==> config.mk <==
export PLATFORM = sky130hd
export DESIGN_NAME = rf_write_arbiter
export DESIGN_NICKNAME = d
export VERILOG_FILES = /design/src/rtl/rf_write_arbiter.sv
export SDC_FILE = /design/constraint.sdc
export NUM_CORES = 1
export LEC_CHECK = 0
export ABC_AREA = 1
export CORE_ASPECT_RATIO = 2
export CORE_UTILIZATION = 49
export DETAILED_ROUTE_END_ITERATION = 7
export PLACE_DENSITY_LB_ADDON = 0.08
export SYNTH_ARGS = -nofsm -noshare
export SYNTH_HDL_FRONTEND = slang
export SYNTH_SLANG_ARGS = --single-unit
export TNS_END_PERCENT = 100
==> constraint.sdc <==
create_clock -name clock -period 3.43 [get_ports clock]
set_input_delay 0.686 -clock clock [delete_from_list [all_inputs] [get_ports clock]]
set_output_delay 0.686 -clock clock [all_outputs]
set_load 0.005 [all_outputs]
==> src/rtl/rf_write_arbiter.sv <==
// Single register-file write-port arbiter: WB > pending overflow status > MD result FIFO.
// Optional `RF_ARB_STATS_EN adds saturating exc_count / md_wait_count outputs.
module rf_write_arbiter #(
    parameter int DATA_W     = 32,
    parameter int ADDR_W     = 5,
    parameter int STATUS_REG = 30,
    parameter int MD_DEPTH   = 2
) (
    input  logic              clock,
    input  logic              reset,
    input  logic              wb_valid,
    input  logic [ADDR_W-1:0] wb_rd,
    input  logic [DATA_W-1:0] wb_data,
    input  logic              wb_exc,
    input  logic [DATA_W-1:0] wb_exc_code,
    input  logic              md_valid,
    input  logic [ADDR_W-1:0] md_rd,
    input  logic [DATA_W-1:0] md_data,
    output logic              md_ready,
    output logic              rf_we,
    output logic [ADDR_W-1:0] rf_waddr,
    output logic [DATA_W-1:0] rf_wdata,
    output logic              status_busy
`ifdef RF_ARB_STATS_EN
    ,
    output logic [15:0]       exc_count,
    output logic [15:0]       md_wait_count
`endif
);

    localparam int PTR_W = (MD_DEPTH > 1) ? $clog2(MD_DEPTH) : 1;
    localparam int CNT_W = PTR_W + 1;
    localparam logic [ADDR_W-1:0] STATUS_ADDR = ADDR_W'(STATUS_REG);

    typedef enum logic {
        S_IDLE,
        S_PEND
    } state_e;

    state_e            state_q, state_d;
    logic [DATA_W-1:0] code_q, code_d;

    logic [DATA_W-1:0] fifo_data_q [MD_DEPTH];
    logic [ADDR_W-1:0] fifo_rd_q   [MD_DEPTH];
    logic [PTR_W-1:0]  wr_ptr_q, rd_ptr_q;
    logic [CNT_W-1:0]  cnt_q;

    logic              fifo_full, fifo_empty, push, pop;
    logic              grant_st;
    logic              sel_vld;
    logic [ADDR_W-1:0] sel_addr;
    logic [DATA_W-1:0] sel_data;

    logic              rf_we_q;
    logic [ADDR_W-1:0] rf_waddr_q;
    logic [DATA_W-1:0] rf_wdata_q;

    assign fifo_full  = (cnt_q == CNT_W'(MD_DEPTH));
    assign fifo_empty = (cnt_q == '0);
    assign md_ready   = !fifo_full;
    assign push       = md_valid && md_ready;
    // WB is never stalled, so the lower-priority sources only see idle WB cycles.
    assign grant_st   = !wb_valid && (state_q == S_PEND);
    assign pop        = !wb_valid && (state_q != S_PEND) && !fifo_empty;

    always_comb begin
        sel_vld  = 1'b0;
        sel_addr = '0;
        sel_data = '0;
        if (wb_valid) begin
            sel_vld  = 1'b1;
            sel_addr = wb_rd;
            sel_data = wb_exc ? '0 : wb_data;
        end else if (grant_st) begin
            sel_vld  = 1'b1;
            sel_addr = STATUS_ADDR;
            sel_data = code_q;
        end else if (pop) begin
            sel_vld  = 1'b1;
            sel_addr = fifo_rd_q[rd_ptr_q];
            sel_data = fifo_data_q[rd_ptr_q];
        end
    end

    always_comb begin
        state_d = state_q;
        code_d  = code_q;
        if (wb_valid && wb_exc) begin
            // Latest exception wins, even over a status write still pending.
            state_d = S_PEND;
            code_d  = wb_exc_code;
        end else if (state_q == S_PEND) begin
            if (grant_st || (wb_valid && wb_rd == STATUS_ADDR)) begin
                state_d = S_IDLE;
            end
        end
    end

    always_ff @(posedge clock or negedge reset) begin
        if (!reset) begin
            state_q <= S_IDLE;
            code_q  <= '0;
        end else begin
            state_q <= state_d;
            code_q  <= code_d;
        end
    end

    assign status_busy = (state_q == S_PEND);

    // Writes to register 0 consume the slot but never raise the enable.
    always_ff @(posedge clock or negedge reset) begin
        if (!reset) begin
            rf_we_q    <= 1'b0;
            rf_waddr_q <= '0;
            rf_wdata_q <= '0;
        end else begin
            rf_we_q    <= sel_vld && (sel_addr != '0);
            rf_waddr_q <= sel_addr;
            rf_wdata_q <= sel_data;
        end
    end

    assign rf_we    = rf_we_q;
    assign rf_waddr = rf_waddr_q;
    assign rf_wdata = rf_wdata_q;

    always_ff @(posedge clock) begin
        if (push) begin
            fifo_data_q[wr_ptr_q] <= md_data;
            fifo_rd_q[wr_ptr_q]   <= md_rd;
        end
    end

    always_ff @(posedge clock or negedge reset) begin
        if (!reset) begin
            wr_ptr_q <= '0;
            rd_ptr_q <= '0;
            cnt_q    <= '0;
        end else begin
            if (push) begin
                wr_ptr_q <= wr_ptr_q + PTR_W'(1);
            end
            if (pop) begin
                rd_ptr_q <= rd_ptr_q + PTR_W'(1);
            end
            case ({push, pop})
                2'b10:   cnt_q <= cnt_q + CNT_W'(1);
                2'b01:   cnt_q <= cnt_q - CNT_W'(1);
                default: cnt_q <= cnt_q;
            endcase
        end
    end

`ifdef RF_ARB_STATS_EN
    logic [15:0] exc_cnt_q;
    logic [15:0] wait_cnt_q;

    always_ff @(posedge clock or negedge reset) begin
        if (!reset) begin
            exc_cnt_q  <= '0;
            wait_cnt_q <= '0;
        end else begin
            if (wb_valid && wb_exc && exc_cnt_q != 16'hFFFF) begin
                exc_cnt_q <= exc_cnt_q + 16'd1;
            end
            if (!fifo_empty && !pop && wait_cnt_q != 16'hFFFF) begin
                wait_cnt_q <= wait_cnt_q + 16'd1;
            end
        end
    end

    assign exc_count     = exc_cnt_q;
    assign md_wait_count = wait_cnt_q;
`endif

endmodule

==> results.yml <==
clocking:
  cts_sinks: 149
  cts_buffer_depth: 2
  post_cts_buffers: 0
  cts_tree: "done"
  cts_buffers: 17
  clk_pin_slew_worst_paths_ns: 0.06
  ctsResizeCount: 0
  clk_latency_ns: 0.41
  cts_root_buf: "clkbuf_16"
  htree_levels: 4
  ctsHoldBuffers: 0
detailed_routing:
  dr_total_vias: 4065
  drtPass1Iterations: 4
  drt_iter0_drc: 157
  drc: 0
  ant_nets: 0
  wl_per_cell_um: 16.3
  routed_wl_um: 13200
  viasPerCell: 5.02
grt:
  grt_usage_pct: 22.4
  grt_remaining_overflow: 0
  grt_pass1_wl_um: 21000
  antenna_found_initial: 0
  grt_pass1_vias: 4398
  grt_max_degree: 76
timing:
  period_needed_ns: 2.27
  setup_violations: 0
  period_share_pct: 66.2
  rsz0062_at_grt: "no"
  drv_slew: 0
  tns_ns: 0
  hold_violations: 0
  final.setup_skew_ns: 0.00759
  tightest_slew_ns: 1.05
  max_freq_mhz: 440
  max_slew_margin_pct: 30.3
setup_path:
  critical_path.top_delay_family: "buffers and inverters"
  cpPeakStageDelay_ns: 0.56
  reg2reg_depth: 5
  rr_endpoint: "fifo_data_q[0][8]$_DFFE_PP_"
  required_ns: 2.74
  cp.buffers_inverters: 2
  arrival_ns: 1.58
  critPathMaxFanout: 21
  r2r_setup_slack_ns: 1.73
  startpoint_type: "flip-flop"
  r2r_start: "cnt_q[0]$_DFFE_PN0P_"
  cp.depth: 2
  critPathCaptureType: "output pin"
  criticalPathCategory: "reg2out"
  slowest_stage: "clkdlybuf4s50_1"
  path_cells: "buf_4 -> clkdlybuf4s50_1"
final_layout:
  final_common_cell: "nand2_1"
  nets: 761
  final_cells: 809
  n_antenna_cell: 0
  stdcell_area_mm2: 0.00825
  most-common-layout-cells: "nand2_1 (154), clkdlybuf4s50_1 (149), dfrtp_1 (75)"
  drive_gt1_share_pct: 16.8
  area_growth_pct: 36.0
placement:
  numPortBuffers: 150
  dp.cells: 777
  place_hpwl_um: 8780
  placed_area_mm2: 0.00769
  gp_congestion: 0.799
yosys:
  ys_seq_area_share_pct: 67.6
  synthesis.area_mm2: 0.00606
  synth_nets: 609
  postSynthAreaPerCell_um2: 12.2
  synth_warnings: 0
  synthCells: 497
  synth_cell_types: 24
  ys_ff_latch: 149
floorplan:
  ioPinCount: 151
  dieArea_mm2: 0.0129
  die_w_um: 80.7
  initial_utilization_pct: 50.0
  die_h_um: 159
  core_area_mm2: 0.0121
  core.rowCount: 57
run_status:
  status: "completed"
power_and_ir_drop:
  p_total_mw: 5.52
  vdd_drop_max_v: 0.000698
  p_per_area_mw_per_mm2: 669
  p_leak_nw: 3.54
run:
  maxCapViolations: 0
hold_path:
  min_path_type: "in2async"
-- per-stage QoR --
stage	util [%]	setup slack, ns	hold WS [ns]
after CTS	68.0	1.13	0.469
after detailed placement	63.4	0.833	0.495
final	68.0	1.16	0.439
after global placement	63.4	0.917	0.487
after floorplan	-	0.636	0.390
after global routing	68.0	1.10	0.508
-- where the power goes --
group	switching (mW)	internal [mW]	leakage, nW
Combinational	0.739	0.623	1.66
Sequential	0.130	2.31	1.60
Clock	0.727	0.992	0.276
-- registers in the layout (all words and copies together) (netlist names) --
signal       flops
rf_we            1
rd_ptr_q         1
code_q          32
rf_wdata        32
status_busy      1
wr_ptr_q         1
fifo_rd_q       10
cnt_q            2
rf_waddr         5
fifo_data_q     64
-- layout make-up --
cell class,count,area (um2)
clock inverter,13,93.8
tap,147,184
timing repair buffer,158,1570
inverter,41,156
clock buffer,19,464
fill,956,3880
sequential,149,4100
multi-input combinational,282,1680
-- worst max-delay path by stage --
stage | slack, ns | start | endpoint
global route | 1.10 | status_busy$_DFF_PN0_ | status_busy
floorplan | 0.64 | md_valid | fifo_data_q[1][0]$_DFFE_PP_
detailed placement | 0.83 | wb_valid | rf_wdata[31]$_DFF_PN0_
global placement | 0.92 | wb_valid | rf_wdata[31]$_DFF_PN0_
finish | 1.16 | status_busy$_DFF_PN0_ | status_busy
CTS | 1.13 | status_busy$_DFF_PN0_ | status_busy
-- layer usage --
metal	routed length, um	global-route usage (%)
met1	4770	22.7
met2	7600	42.1
met3	575	5.16
met4	275	9.09
met5	0	0
-- worst reg2reg max path, cell delays in order, from the launching register on --
cell and delay [ns]:
dfrtp_1 0.42, inv_1 0.06, nand2_1 0.10, nand2_1 0.17
nor2_4 0.11, buf_4 0.45
-- cells in the mapped netlist (all sizes together) --
master / number / area, um2
o21ai: 2 / 10.0
nand2: 156 / 591
nor2: 16 / 67.6
xnor2: 2 / 17.5
clkinv: 1 / 3.75
nand4: 1 / 6.26
or2: 2 / 12.5
clkbuf: 9 / 33.8
xor2: 1 / 8.76
mux2: 32 / 360
o211ai: 33 / 398
a21oi: 3 / 15.0
inv: 40 / 153
buf: 16 / 111
ha: 1 / 12.5
dfrtp: 75 / 1880
edfxtp: 74 / 2220
nand3: 33 / 165
-- cell families (layout without fill, tap and decap cells) --
logic type                 count (synthesis)  in the layout  synth area share (%)
AOI/OAI and AO/OA                         38             38                  6.97
xor gates and xnor gates                   3              3                 0.433
adders and majority gates                  1              1                 0.206
muxes                                     32             32                  5.94
and+or+nand+nor                          208            208                  13.9
buffers and inverters                     66            231                  4.97
DFF                                      149            149                  67.6
Note: power is estimated with default switching activity, not from simulation.
